[config.mk]
export PLATFORM = sky130hd
export DESIGN_NAME = reset_sequencer
export DESIGN_NICKNAME = d
export VERILOG_FILES = /design/src/rtl/reset_pkg.sv /design/src/rtl/sync_bit.sv /design/src/rtl/reset_sequencer.sv
export SDC_FILE = /design/constraint.sdc
export NUM_CORES = 1
export LEC_CHECK = 0
export CAP_MARGIN = 15
export CORE_MARGIN = 8
export CORE_UTILIZATION = 25
export DETAILED_ROUTE_END_ITERATION = 8
export PLACE_DENSITY = 0.4
export SLEW_MARGIN = 20
export SYNTH_ARGS = -nofsm -noshare
export SYNTH_HDL_FRONTEND = slang
export SYNTH_HIERARCHICAL = 1
export SYNTH_SLANG_ARGS = --single-unit
[constraint.sdc]
create_clock -name clk -period 4 [get_ports clk]
set_clock_uncertainty 0.1 [all_clocks]
set_input_delay 0.8 -clock clk [delete_from_list [all_inputs] [get_ports clk]]
set_output_delay 0.8 -clock clk [all_outputs]
set_load 0.05 [all_outputs]
[src/rtl/reset_pkg.sv]
// Shared types and constants for the chip-level reset sequencer.
package reset_pkg;

  typedef enum logic [1:0] {
    StPor,
    StHold,
    StPeriph,
    StRun
  } rst_state_t;

  typedef logic [1:0] rst_cause_t;

  localparam rst_cause_t CAUSE_POR = 2'b01;
  localparam rst_cause_t CAUSE_WDT = 2'b10;
  localparam rst_cause_t CAUSE_EXT = 2'b11;

  function automatic int unsigned max3(input int unsigned a, input int unsigned b,
                                       input int unsigned c);
    int unsigned m;
    m = (a > b) ? a : b;
    return (m > c) ? m : c;
  endfunction

endpackage

[src/rtl/sync_bit.sv]
// Multi-flop synchroniser for a single asynchronous level input.
module sync_bit #(
  parameter int unsigned STAGES    = 2,
  parameter logic        RESET_VAL = 1'b1
) (
  input  logic clk,
  input  logic reset,
  input  logic d,
  output logic q
);

  logic [STAGES-1:0] chain_q;

  always_ff @(posedge clk) begin
    if (reset) begin
      chain_q <= {STAGES{RESET_VAL}};
    end else begin
      chain_q[0] <= d;
      for (int i = 1; i < int'(STAGES); i++) begin
        chain_q[i] <= chain_q[i-1];
      end
    end
  end

  assign q = chain_q[STAGES-1];

endmodule

[src/rtl/reset_sequencer.sv]
// Chip reset controller: merges power-good, watchdog and external resets into staged
// peripheral/CPU resets and records the most recent cause.
module reset_sequencer
  import reset_pkg::*;
#(
  parameter int unsigned POR_CYCLES  = 4,
  parameter int unsigned STRETCH     = 16,
  parameter int unsigned PERIPH_GAP  = 4,
  parameter int unsigned SYNC_STAGES = 2
) (
  input  logic       clk,
  input  logic       reset,
  input  logic       ext_reset_n,
  input  logic       wdt_reset,
  output logic       power_on_reset,
  output logic       periph_reset,
  output logic       cpu_reset,
  output logic [1:0] cause,
  output logic       busy
);

  localparam int unsigned CntMax = max3(POR_CYCLES, STRETCH, PERIPH_GAP);
  localparam int unsigned CntW   = (CntMax > 1) ? $clog2(CntMax) : 1;

  localparam logic [CntW-1:0] PorLoad     = CntW'(POR_CYCLES - 1);
  localparam logic [CntW-1:0] StretchLoad = CntW'(STRETCH - 1);
  localparam logic [CntW-1:0] GapLoad     = CntW'(PERIPH_GAP - 1);

  rst_state_t      state_q, state_d;
  logic [CntW-1:0] cnt_q, cnt_d;
  rst_cause_t      cause_q, cause_d;
  logic            por_arm_q;
  logic            ext_sync;
  logic            req;
  logic            cnt_zero;
  rst_cause_t      req_cause;

  sync_bit #(
    .STAGES    (SYNC_STAGES),
    .RESET_VAL (1'b1)
  ) u_ext_sync (
    .clk   (clk),
    .reset (reset),
    .d     (ext_reset_n),
    .q     (ext_sync)
  );

  assign req       = wdt_reset | ~ext_sync;
  assign req_cause = ~ext_sync ? CAUSE_EXT : CAUSE_WDT;
  assign cnt_zero  = (cnt_q == '0);

  always_comb begin
    state_d = state_q;
    cnt_d   = cnt_q;
    cause_d = cause_q;
    unique case (state_q)
      StPor: begin
        // The first edge out of reset only arms the count, so POR spans POR_CYCLES edges.
        if (por_arm_q) begin
          if (cnt_zero) begin
            state_d = StHold;
            cnt_d   = StretchLoad;
          end else begin
            cnt_d = cnt_q - 1'b1;
          end
        end
      end
      StHold: begin
        if (req) begin
          cnt_d   = StretchLoad;
          cause_d = req_cause;
        end else if (cnt_zero) begin
          state_d = StPeriph;
          cnt_d   = GapLoad;
        end else begin
          cnt_d = cnt_q - 1'b1;
        end
      end
      StPeriph: begin
        if (req) begin
          state_d = StHold;
          cnt_d   = StretchLoad;
          cause_d = req_cause;
        end else if (cnt_zero) begin
          state_d = StRun;
        end else begin
          cnt_d = cnt_q - 1'b1;
        end
      end
      StRun: begin
        if (req) begin
          state_d = StHold;
          cnt_d   = StretchLoad;
          cause_d = req_cause;
        end
      end
      default: begin
        state_d = StPor;
        cnt_d   = PorLoad;
      end
    endcase
  end

  // Outputs decode the next state so they change on the same edge as the state.
  always_ff @(posedge clk) begin
    if (reset) begin
      state_q        <= StPor;
      cnt_q          <= PorLoad;
      cause_q        <= CAUSE_POR;
      por_arm_q      <= 1'b0;
      power_on_reset <= 1'b1;
      periph_reset   <= 1'b1;
      cpu_reset      <= 1'b1;
      busy           <= 1'b1;
    end else begin
      state_q        <= state_d;
      cnt_q          <= cnt_d;
      cause_q        <= cause_d;
      por_arm_q      <= 1'b1;
      power_on_reset <= (state_d == StPor);
      periph_reset   <= (state_d == StPor) || (state_d == StHold);
      cpu_reset      <= (state_d != StRun);
      busy           <= (state_d != StRun);
    end
  end

  assign cause = cause_q;

endmodule

After elaboration in Yosys (flattened, before gate mapping)
Index checks and enable logic that the tools add are counted.
- add/subtract/negate cells: 1
- eq/ne operators: 8
- mux-type cells: 18
- bitwise operators: 2
- reduce and logical (&&, ||, !) cells: 7
- operators by type and width (cell ; count):
    4-bit 2-to-1 mux ; 7
    4-bit case mux with 4 select lines ; 1
    2-bit 2-to-1 mux ; 7
    2-bit case mux with 4 select lines ; 1
    2-bit inequality test (second input constant) ; 3
    2-bit by 1-bit equality test with 1-bit output (second input constant) ; 2
    2-bit equality test (second input constant) ; 2
    2-bit logical NOT ; 2
    4-bit logical NOT ; 1
    4-bit by 1-bit subtractor with 4-bit output (second input constant) ; 1
    3-bit inequality test (second input constant) ; 1
    3-bit AND reduction ; 1
    3-bit OR reduction ; 1
    1-bit 2-to-1 mux ; 2
    2-bit AND reduction ; 1
    1-bit logical OR ; 1
    1-bit NOT ; 1
    1-bit bitwise OR ; 1
- flip-flop bits (word level): 14
- bits of input ports: 4
- word-level logic and storage cells: 44

Depth between registers and ports, before layout
- depth in word-level cells: 6
- mapped depth: 7

Cells and area by module
The synthesis kept the hierarchy.
- modules (own cells, without submodules) (module ; instances ; cells each ; area each (um2) ; sequential area each (um2)):
    reset_sequencer ; 1 ; 65 ; 578.1 ; 240.2
    sync_bit ; 1 ; 4 ; 52.6 ; 40.0

Least setup slack after synthesis
Ideal clock, no wire load.
- path type: reg2out
- start: reg, netlist name busy
- end: out cpu_reset
- arrival time: 0.894 ns
- required time: 3.100 ns
- setup slack: 2.206 ns
- stages on the path, launching flop included: 2
- path buffers: 1
- cell sequence: dfxtp_1 buf_4
- RTL lines (item ; RTL line ; RTL):
    end: declaration ; reset_sequencer.sv:17 ; output logic cpu_reset,

Worst setup path after layout
- start: reg cause_q[0], in the netlist cause[0]
- end: out cause[0]
- RTL lines (item ; RTL line ; RTL):
    start: declaration ; reset_sequencer.sv:31 ; rst_cause_t cause_q, cause_d;
    start signal: assignment ; reset_sequencer.sv:118 ; cause_q <= cause_d;
    end: declaration ; reset_sequencer.sv:18 ; output logic [1:0] cause,
No word-level cell between the ends.

==> impl_results.md <==
- Non-Filler Instances: 109
- Post-Route WL: around 1400 µm
- Nets: 85
- Top Metal Used: met4
- Buffers on Ports: 9
- Levels on crit path: 1
- Ports: 10
- Max Fclk: approximately 430 MHz
- Crit-path slowest cell: clkdlybuf4s50_1
- Setup WS post-layout: between 1.5 and 2 ns
- GRT Util Overall: 7.50%
- Starting Density: 25.9%
- Min-delay src: u_ext_sync/chain_q[0]
- Fin crit share: 58.2%
- Global route total overflow: 0
- Fin. max-slew vios: 0
- Fin crit period: 2.33 ns
- Post-synthesis instance area: around 630 µm²
- Hold EP: u_ext_sync/chain_q[1]
- Least-Margin Pin Slew: approximately 0.50 ns
- Hold depth: 1
- Layout cells sized above 1: a little under an eighth
- Commonest non-fill, non-tap cell in the layout: dfxtp_1
- Post-synth cell types: 29
- Post_cts resized: 0
- Dpl cells: roughly 110
- Worst R2R End: cnt_q[2]
- Outcome: completed
- Initial antenna violation count: 0
- Multi-input gate area: between 300 and 400 µm²
- Routed Antenna Nets: 0
- Reg clk slew, reported paths: around 0.090 ns
- Setup Fix Bufs, Post-CTS: 0
- First-pass GRT wire length: roughly 2400 µm
- CTS H-tree depth: 1
- Sequential standard cell area: between 200 and 300 µm²
- DP HPWL: between 900 and 1000 µm
- # hold bufs at CTS: 0
- Total power: 0.274 mW
- Clock sinks: 14
- CP Class: flop to primary output
- Core ar.: 2430 µm²
- Largest delay contributor family on the critical path: buffers and inverters
- Final RePlAce weighted congestion: approximately 0.75
- Seq/Total Area, Yosys: roughly 44%
- HP Class: flop to flop
- # Max-Cap Violations: 0
- Clock Latency Late Sink: between 0.2 and 0.3 ns
- Syn Nets: 74
- LEAKAGE: 0.302 nW
- R2R depth: 7
- Crit path DAT: roughly 1.4 ns
- Metal2 WL: 625 µm
- Syn avg cell area: slightly above 9 µm²
- Max clock buf depth: 2
- Final Hold Viols: 0
- Setup TNS: 0 ns
- Crit path buf inv count: 1
- Routed wire length per instance: approximately 13 µm
- Flop2flop setup slack: 2.04 ns
- Commonest cells after routing, fill and taps aside: dfxtp_1, clkdlybuf4s50_1, nor2_1
- Reg-to-Reg Start: cnt_q[0]
- Setup WS pre-CTS: 1.64 ns
- Cts bufs inserted: 3
- Ant diodes: 0
- # setup viols final: 0
- Cell Chain, Critical Path: clkdlybuf4s50_1
- Mapped Cells: 69
- Ys Warns: 6
- Vias in the first global route: ~500
- Met1 wire length: between 600 and 700 µm
- PwrDens: roughly 350 nW/µm²
- Die area: ~4400 µm²
- Routed via count: about 500
- CP max FO: 2
- Flops & latches, synth: 14
- CP required: 3.10 ns
- Row Count: 18
- WL met3: 82 µm
- Pre-antenna DRT Iters: 4
- Area grow syn2layout: 22.8%
- Highest ir drop seen on vdd: 0.264 mV
- RSZ-0062 raised after global routing: no
- Vias per inst: roughly 4.6
- Crit end category: primary output
- Type of element launching the critical path: flop
- TritonCTS clock tree: done
- CTS Root Cell: clkbuf_4
- DR iter-0 viols: between 40 and 50
- Largest net degree at the start of global routing: 12
- Slew headroom: about two thirds
- Die Y: between 60 and 70 µm
- Max stage delay on crit path: about 0.80 ns
- Number of remaining DRC errors: 0
- Die W: ~66 µm
- Fill cells: 250
==> cells by family after synthesis <==
kind of cell    synth area share, %
simple gates                   21.0
compound gates                 21.4
flops                          44.4
buf+inv                        6.15
mux                            4.96
fa+ha+maj                      1.98
==> cell type report <==
type	count	area share [%]
clock buffers	4	4.68
flip-flops and latches	14	36.2
inverters	5	2.42
repair buffers	9	11.6
multi-input cells	47	40.2
well taps	30	4.85
==> report_power, final <==
part           leakage, nW  switching (mW)  internal, mW  total, mW
logic                0.167          0.0129        0.0109     0.0238
registers            0.114         0.00408         0.143      0.147
clock network       0.0210          0.0473        0.0554      0.103
==> synth_stat cells (all sizes together) <==
library cell / instances / area (µm²)
nor3: 5 / 25.0
o311a: 1 / 10.0
or2: 3 / 21.3
ha: 1 / 12.5
a22oi: 1 / 7.51
a31oi: 1 / 21.3
a21bo: 1 / 10.0
o41ai: 1 / 8.76
o211ai: 1 / 7.51
a21oi: 5 / 25.0
o21a: 1 / 7.51
nand2b: 2 / 12.5
buf: 3 / 20.0
mux2: 1 / 11.3
o22ai: 1 / 6.26
dfxtp: 14 / 280
and2b: 1 / 7.51
a21boi: 1 / 7.51
nand2: 5 / 18.8
nand4: 1 / 6.26
nor4: 1 / 6.26
nor2: 6 / 22.5
mux2i: 2 / 20.0
o311ai: 1 / 8.76
inv: 5 / 18.8
nor3b: 1 / 12.5
o21ai: 3 / 15.0
==> sequential cells by signal (all words and copies together) (netlist names) <==
signal              count
cnt_q                   4
u_ext_sync/chain_q      2
por_arm_q               1
power_on_reset          1
cause                   2
busy                    1
periph_reset            1
state_q                 2
==> routing by layer <==
metal | track usage [%] | vias to the layer above
li1 | - | 265
met1 | 9.31 | 225
met2 | 10.5 | 11
met3 | 3.90 | 2
met4 | 3.20 | 0
met5 | 0 | -
==> stage by stage <==
step	instance area [µm²]	hold slack, ns	util (%)
detailed placement	738	0.292	30.3
floorplan	631	0.283	-
global route	774	0.330	31.8
CTS	774	0.316	31.8
global placement	738	0.291	30.3
finish	774	0.303	31.8
==> worst max-delay path by stage <==
stage,start,end,slack [ns]
floorplan,busy,cpu_reset,2.21
global placement,wdt_reset,cnt_q[1],1.64
detailed placement,wdt_reset,cnt_q[1],1.64
CTS,cause[1],cause[1],1.66
global route,cause[0],cause[0],1.61
finish,cause[0],cause[0],1.67
No activity file was read; power rests on OpenSTA's default activity.
==> edit (config.mk and constraints unchanged) <==
Re-encode `rst_state_t` (4 states) as Gray code, 2 bits wide.
--- a/src/rtl/reset_pkg.sv
+++ b/src/rtl/reset_pkg.sv
@@ -2,10 +2,10 @@
 package reset_pkg;
 
   typedef enum logic [1:0] {
-    StPor,
-    StHold,
-    StPeriph,
-    StRun
+    StPor    = 2'b00,
+    StHold   = 2'b01,
+    StPeriph = 2'b11,
+    StRun    = 2'b10
   } rst_state_t;
 
   typedef logic [1:0] rst_cause_t;
Behaviour: no difference found for any inputs over 10 cycles, from zero or initial values and one cycle with reset high; not proved beyond that.
==> edit against the original RTL <==
  * Via count fell by 4.4%
  * Area after synthesis down 4.6%
  * First-iteration DRC count down 83%
  * Sequential cell count unchanged
  * Final area is 4.7% lower
  * Count of clock-buffer cells in the layout shrank 1
  * Wire length shrank 14%
  * Worst setup slack better by 24 ps
Power is not compared: it rests on default switching activity, and its combinational part moved more than twofold at a synthesized area within 25%.
==> edit: results (changes against the original RTL) <==
stage,metric,value,unit,change
status,outcome,"complete, no violations",,unchanged
logic_synthesis,synth_nets,71,,was 74
clock_tree,clock_path_buffers,2,,unchanged
clock_tree,cts_setup_buffers,0,,unchanged
layout,layout.filler_cells,258,,was 250
logic_synthesis,yosysMostFrequentCell,dfxtp_1,,unchanged
global_routing,grt_first_pass_wirelength,2080,um,was 2450 um
global_routing,grt_pass1_vias,519,,was 488
routing,post_drt_via_cell_ratio,4.63,,was 4.61
global_routing,antenna_found_initial,0,,unchanged
routing,drt_iter0_markers,7,,was 42
routing,wl,1220,um,was 1410 um
layout,antenna_cells,0,,unchanged
setup_path,crit_start,cause[1],,was cause[0]
logic_synthesis,async_reset_ff_share,0,%,unchanged
setup_path,crit_arrival,1400,ps,was 1430 ps
logic_synthesis,synth-adder-area-share,2.08,%,was 1.98%
layout,largest_reg_flops,4,,unchanged
clock_tree,clk_pin_slew,80,ps,
setup_path,crit_fanout,2,,unchanged
logic_synthesis,ys_top_cells_by_area,"dfxtp_1 (47%), a21oi_1 (4.2%), inv_1 (3.7%)",,"was dfxtp_1 (44%), a21oi_1 (4.0%), nor3_1 (4.0%)"
placement,preCtsSetupSlack,1660,ps,was 1640 ps
logic_synthesis,ys_seq_area_share,46.6,%,was 44.4%
logic_synthesis,synth_common_cells,"dfxtp_1 (14), inv_1 (6), a21oi_1 (5), nand2_1 (5), nor2_1 (5)",,"was dfxtp_1 (14), nor2_1 (6)"
timing,slew_headroom,66.7,%,was 66.3%
global_routing,grt_usage,6.31,%,was 7.50%
global_routing,grt_max_degree,12,,unchanged
placement,gp_congestion,0.798,,was 0.748
logic_synthesis,ys_types,28,,was 29
layout,layout.nets,83,,was 85
logic_synthesis,synth_compound_area_share,23.9,%,was 21.4%
clock_tree,root_buffer,clkbuf_4,,unchanged
timing,slew_viol_final,0,,unchanged
placement,placed_cell_area,716,um^2,was 738 um^2
min_path,hold_class,reg -> reg,,unchanged
routing,dr.pass1.iters,3,,was 4
layout,drive_above_1_share,13.2,%,was 11.4%
power,p_leak,0.288,nW,
clock_tree,clk-insertion-delay-late,270,ps,
clock_tree,h-tree-depth,1,,unchanged
logic_synthesis,synthXorXnorAreaFrac,0,%,unchanged
setup_path,critPathTopFamily,buffers and inverters,,unchanged
clock_tree,postCtsResizedCells,0,,unchanged
setup_path,cpMaxStageDelayCell,clkdlybuf4s50_1,,unchanged
setup_path,rr_startpoint,cnt_q[0],,unchanged
logic_synthesis,synth.area.mux_share,0,%,was 4.96%
min_path,worstHoldStart,u_ext_sync/chain_q[0],,unchanged
placement,dp_hpwl,933,um,was 981 um
power,peakVddDrop,0.000162,V,
## edit: cell type report
type                            instances  area [um^2]  area share [%]
Clock buffer                            3         22.5            3.05
Inverter                                6         22.5            3.05
Multi-Input combinational cell         44          288            39.0
Sequential cell                        14          280            38.0
Tap cell                               28         35.0            4.75
Timing Repair Buffer                    9         90.1            12.2
## edit: kinds of logic after synthesis
logic type,after synthesis
AND/OR/NAND/NOR,24
AO/OA/AOI/OAI,19
flip-flops,14
buffers and inverters,8
adder cells (fa/ha/maj),1
## edit: worst paths after layout
| check | to | slack (ps) | cells after the start |
|---|---|---|---|
| worst max-delay path | cause[1] | 1700 | 1 |
| worst min-delay path | u_ext_sync/chain_q[1] | 310 | 1 |
| worst max register to register | cnt_q[0] | 2190 | 6 |
| worst min register to register | u_ext_sync/chain_q[1] | 310 | 1 |
## edit: per-layer routing
metal	track usage (%)	routed length (um)	vias up
li1	-	-	248
met1	6.49	585	225
met2	10.2	573	6
met3	1.89	39	2
met4	5.72	16	0
met5	0	0	-
## edit: stage by stage
stage / util [%] / cells
floorplan: - / 66
global placement: 31.7 / 101
detailed placement: 31.7 / 101
CTS: 32.7 / 104
global route: 32.7 / 104
finish: 32.7 / 104
## edit: power groups by stage
stage / sequential (mW) / clock, mW / combinational [mW]
3_5_place_dp: 0.167 / 0 / 0.0733
3_3_place_gp: 0.168 / 0 / 0.0746
4_1_cts: 0.164 / 0.0814 / 0.0737
2_1_floorplan: 0.176 / 0 / 0.0435
6_report: 0.164 / 0.0752 / 0.0730
5_1_grt: 0.166 / 0.0850 / 0.0806
